$ cat src/rtl/pop_count_rr_sched.sv
// ---------------------------------------------------------------------------
// pop_count_rr_sched
//
// Round-robin scheduler that shares one 32-bit popcount datapath between
// NREQ requesters. At most one word is granted per cycle. Its popcount is
// registered into a single response slot, tagged with the requester index.
//
// Ports
//   clk        : clock, all logic on the rising edge
//   rst        : synchronous reset, active-high
//   req_valid  : per-requester "word pending" flags
//   req_data   : requester i's word on bits [32*i+31:32*i]
//   req_ready  : one-hot (or zero) grant, combinational
//   rsp_valid  : response register holds a result
//   rsp_ready  : consumer accepts the result when rsp_valid & rsp_ready
//   rsp_id     : index of the requester that produced the result
//   rsp_count  : popcount of that requester's word, 0..32
//   job_cnt    : running count of accepted requests, wraps
// ---------------------------------------------------------------------------
module pop_count_rr_sched #(
   parameter int NREQ = 4,
   parameter int IDW  = 2,
   parameter int CNTW = 16
) (
   input  logic               clk,
   input  logic               rst,
   input  logic [NREQ-1:0]    req_valid,
   input  logic [NREQ*32-1:0] req_data,
   output logic [NREQ-1:0]    req_ready,
   output logic               rsp_valid,
   input  logic               rsp_ready,
   output logic [IDW-1:0]     rsp_id,
   output logic [5:0]         rsp_count,
   output logic [CNTW-1:0]    job_cnt
);

   logic [IDW-1:0] rr_ptr;
   logic           slot_free;
   logic           grant_any;
   logic [IDW-1:0] grant_idx;
   logic [IDW-1:0] ptr_next;
   logic [31:0]    granted_word;
   logic [31:0]    s1, s2, s3, s4;
   logic [5:0]     pop;

   // The slot can take a new result when empty or being drained this cycle.
   assign slot_free = !rsp_valid || rsp_ready;

   // Round-robin search starting at rr_ptr. The candidate index is wrapped
   // by subtraction so that non-power-of-two NREQ works too. Grants are
   // suppressed during reset so nothing is transferred on a reset edge.
   always_comb begin
      int unsigned cand;
      grant_any    = 1'b0;
      grant_idx    = '0;
      req_ready    = '0;
      granted_word = '0;
      cand         = 0;
      if (!rst && slot_free) begin
         for (int k = 0; k < NREQ; k++) begin
            cand = int'(rr_ptr) + k;
            if (cand >= NREQ) cand = cand - NREQ;
            if (!grant_any && req_valid[cand]) begin
               grant_any       = 1'b1;
               grant_idx       = IDW'(cand);
               req_ready[cand] = 1'b1;
               granted_word    = req_data[cand*32 +: 32];
            end
         end
      end
   end

   // SWAR popcount: each stage adds neighbouring fields of doubling width.
   // Only the low 6 bits of the final sum are meaningful (max 32).
   always_comb begin
      s1  = (granted_word & 32'h5555_5555) + ((granted_word >> 1) & 32'h5555_5555);
      s2  = (s1 & 32'h3333_3333) + ((s1 >> 2) & 32'h3333_3333);
      s3  = (s2 & 32'h0F0F_0F0F) + ((s2 >> 4) & 32'h0F0F_0F0F);
      s4  = (s3 & 32'h00FF_00FF) + ((s3 >> 8) & 32'h00FF_00FF);
      pop = 6'((s4 & 32'h0000_FFFF) + ((s4 >> 16) & 32'h0000_FFFF));
   end

   // Pointer moves just past the winner so it becomes lowest priority.
   always_comb begin
      if (grant_idx == IDW'(NREQ - 1)) ptr_next = '0;
      else                             ptr_next = grant_idx + 1'b1;
   end

   // Response slot, pointer and statistics. A grant always overwrites the
   // slot (it is only granted when free or draining), so a drain and a grant
   // in the same cycle give back-to-back results with no bubble. A plain
   // drain only clears valid; id and count keep their stale values.
   always_ff @(posedge clk) begin
      if (rst) begin
         rsp_valid <= 1'b0;
         rsp_id    <= '0;
         rsp_count <= '0;
         job_cnt   <= '0;
         rr_ptr    <= '0;
      end else if (grant_any) begin
         rsp_valid <= 1'b1;
         rsp_id    <= grant_idx;
         rsp_count <= pop;
         job_cnt   <= job_cnt + 1'b1;
         rr_ptr    <= ptr_next;
      end else if (rsp_valid && rsp_ready) begin
         rsp_valid <= 1'b0;
      end
   end

endmodule

$ cat config.mk
export PLATFORM = sky130hd
export DESIGN_NAME = pop_count_rr_sched
export DESIGN_NICKNAME = d
export VERILOG_FILES = /design/src/rtl/pop_count_rr_sched.sv
export SDC_FILE = /design/constraint.sdc
export NUM_CORES = 1
export LEC_CHECK = 0
export ABC_AREA = 0
export ABC_CLOCK_PERIOD_IN_PS = 7000
export BUFFER_PORTS_ARGS = -buffer_cell sky130_fd_sc_hd__buf_4
export CAP_MARGIN = 5
export CORE_AREA = 2 2 140 210
export CTS_BUF_LIST = sky130_fd_sc_hd__clkbuf_16
export CTS_CLUSTER_SIZE = 40
export DETAILED_ROUTE_END_ITERATION = 10
export DIE_AREA = 0 0 142 212
export GPL_TIMING_DRIVEN = 1
export SKIP_LAST_GASP = 1
export SLEW_MARGIN = 40
export SYNTH_ARGS = -nofsm -noshare
export SYNTH_HDL_FRONTEND = slang
export SYNTH_SLANG_ARGS = --single-unit
$ cat constraint.sdc
create_clock -name clk -period 7 [get_ports clk]
set_input_delay 1.05 -clock clk [delete_from_list [all_inputs] [get_ports clk]]
set_output_delay 1.05 -clock clk [all_outputs]
set_load 0.02 [all_outputs]
==> reports/qor.csv <==
metric;value;unit
R2R depth;22;
vias in the first global route;6561;
Layout Skew;0.00661;ns
CP max FO;32;
Horiz. Die Dim;142;microns
Die Span Y;212;microns
drt drc;0;
Yosys top cell area share;0.210;
Post-synth EDFFs;0;
DR WL/cell;17.0;microns
Setup crit end;rsp_count[4];
critical path type;flip-flop to flip-flop;
min-delay worst type;flip-flop to flip-flop;
initial antenna violation count;0;
routed wire length;21100;microns
Total Neg Setup Slack;0;ns
GRT Total Usage;0.135;
Worst Tran Pin Value;0.717;ns
Final Non-Filler Cells;1239;
# Post-CTS Setup Buffers;0;
Max Clock Freq;160;MHz
GP Congestion;0.767;
Final Setup Violations;0;
most frequent CP cell;ha_1;
CP arrival;6.43;ns
RSZ-0062 raised after global routing;false;
Synth Instances;776;
crit-path max cell delay;0.63;ns
PD cells;544;nW/um^2
Distinct cells, synth;57;
hold buffer count at cts;0;
Rows;76;
reg2reg setup slack;0.77;ns
Starting Density;0.245;
post-cts resize count;0;
first-pass GRT wire length;33600;microns
r2r startpoint;rr_ptr[1];
RR Endpoint;rsp_count[4];
Tmin final;6.23;ns
Max Root-Sink Buffers;2;
Layout fillers;2935;
IO Count;164;
maximum VDD drop;638;uV
Antenna Violating Nets Remaining;0;
Synth warnings;0;
Port Buffers;163;
Fin. Hold Viols;0;
post-synthesis sequential area ratio;0.0776;
register bit total from synthesis;27;
fin. max-slew vios;0;
die area;30100;sq um
critical path's slowest cell;mux4_2;
HPWL after detailed placement;16200;microns
Post-Syn Nets;984;
First DRT Iteration DRCs;321;
Core Area;28400;sq um
area leader, netlist;mux4_2;
largest net degree at the start of global routing;154;
top cells by area, synth;mux4_2, ha_1, dfxtp_1;
vias per cell;5.39;
post-synthesis cell area;6970;sq um
asr flop ratio synth;0;
placed cells;1233;
DR pass1 iterations;5;
status;completed;
CP required;7.20;ns
CTS Buf Count;3;
most numerous cell in the Yosys netlist;a21oi_1;
TritonCTS clock tree;built;
fin crit share;0.890;
total grt overflow;0;
top post-synthesis cells by count;a21oi_1, nor2_1, mux4_2, ha_1, inv_1;
area used by multi-input combinational logic;5940;sq um
clk root buf;clkbuf_16;
share of cells above drive strength 1;0.375;
register area;548;sq um
Clock Latency Late Sink;0.26;ns
crit end category;flip-flop;
Slew headroom;0.518;
antenna fix cells;0;
clock sink count;27;
leak pwr;3.46;nW
crit-path cells;clkinv_1 -> ha_4 -> mux4_2 -> a2111o_4 -> nor2_2 -> a311oi_1 -> a211oi_2 -> ha_1 -> ha_1 -> fa_1 -> inv_1 -> fa_1 -> inv_1 -> ha_1 -> a21o_1 -> a21oi_1 -> xnor2_1 -> ha_1 -> o21a_1 -> o21ai_0 -> nand3b_1 -> a21oi_1;
syn_area_per_cell;8.98;sq um
synthesis-to-finish area growth;23.7;%
Total Nets Final;1097;
max cap viols;0;
Worst setup SP type;flip-flop;
CTS clk-pin slew, worst paths;0.07;ns
CTS H-tree depth;1;
via count;6674;
Synth Flop Type;dfxtp_1;
CP Launch Point;rr_ptr[1];
## worst max-delay path: cells and delay by family (launching register included)
family                     cells  cell delay (ns)
and+or+nand+nor                2             0.27
adders and majority gates      7             2.56
buffers and inverters          3             0.31
muxes                          1             0.63
DFF                            1             0.52
xor gates and xnor gates       1             0.14
AOI/OAI and AO/OA              8             1.68
## per-layer routing
layer / GRT usage / up-vias / part of all wire / routed length, microns
met5: 0 / - / 0 / 0
met4: 0.0297 / 0 / 0.020 / 420
met3: 0.00743 / 36 / 0.032 / 678
met2: 0.254 / 199 / 0.53 / 11200
met1: 0.168 / 3222 / 0.42 / 8820
li1: - / 3217 / - / -
## sequential cells by signal (all words and copies together) (netlist names)
register and cells:
rr_ptr 2, job_cnt 16, rsp_id 2, rsp_count 6
rsp_valid 1
## power breakdown
| part | internal, mW | switching (mW) |
|---|---|---|
| sequential | 0.186 | 0.0328 |
| combinational | 2.02 | 2.32 |
| clock | 0.0777 | 0.0545 |
## stage by stage
| step | hold WS (ns) | utilization | setup WS (ns) | total power, mW | instance area, sq um |
|---|---|---|---|---|---|
| global route | 0.478 | 0.303 | 0.384 | 5.19 | 8620 |
| detailed placement | 0.454 | 0.298 | 0.661 | 4.54 | 8490 |
| finish | 0.461 | 0.303 | 0.767 | 4.69 | 8620 |
| floorplan | 0.530 | - | 0.661 | 3.47 | 6970 |
| CTS | 0.463 | 0.301 | 0.713 | 4.69 | 8570 |
| global placement | 0.444 | 0.298 | 0.716 | 4.44 | 8480 |
## cells in the final DEF (no fill, tap or decap), types with 12 or more instances in the layout
cell / instances
a211oi_1: 34
a211oi_2: 25
a21oi_1: 81
a311oi_1: 28
buf_4: 173
dfxtp_1: 25
fa_1: 15
ha_1: 57
inv_1: 50
mux2_2: 35
mux2i_1: 33
mux4_2: 65
nand2_1: 18
nand3_1: 16
nor2_1: 75
nor2_2: 12
o21ai_0: 14
xnor2_1: 12
## layout make-up
cell class,instances,share of cell area
inverter,53,0.0231
clock inverter,1,0.000871
clock buffer,3,0.00871
multi-input combinational,626,0.690
timing repair buffer,178,0.163
tap,351,0.0510
sequential,27,0.0636
## how the worst min path moves through the flow
stage	slack (ns)	end	from	depth (start not counted)
2_1_floorplan	0.53	rsp_count[2]	rsp_count[2]	2
3_3_place_gp	0.44	rsp_count[2]	rsp_count[2]	2
3_5_place_dp	0.45	rsp_count[4]	rsp_count[4]	2
4_1_cts	0.46	rsp_count[4]	rsp_count[4]	2
5_1_grt	0.48	rsp_count[4]	rsp_count[4]	2
6_report	0.46	rsp_count[0]	rsp_count[0]	2
## cells by family (layout without fill, tap and decap cells)
| group | count (synthesis) | in the layout | share of synthesized area |
|---|---|---|---|
| flip-flops | 27 | 27 | 0.0776 |
| XOR/XNOR | 23 | 23 | 0.0289 |
| AO/OA/AOI/OAI | 224 | 224 | 0.233 |
| adder cells (fa/ha/maj) | 73 | 73 | 0.147 |
| multiplexers | 134 | 134 | 0.316 |
| AND/OR/NAND/NOR | 172 | 172 | 0.122 |
| buffers and inverters | 123 | 235 | 0.0754 |
No activity file was read; power rests on OpenSTA's default activity.
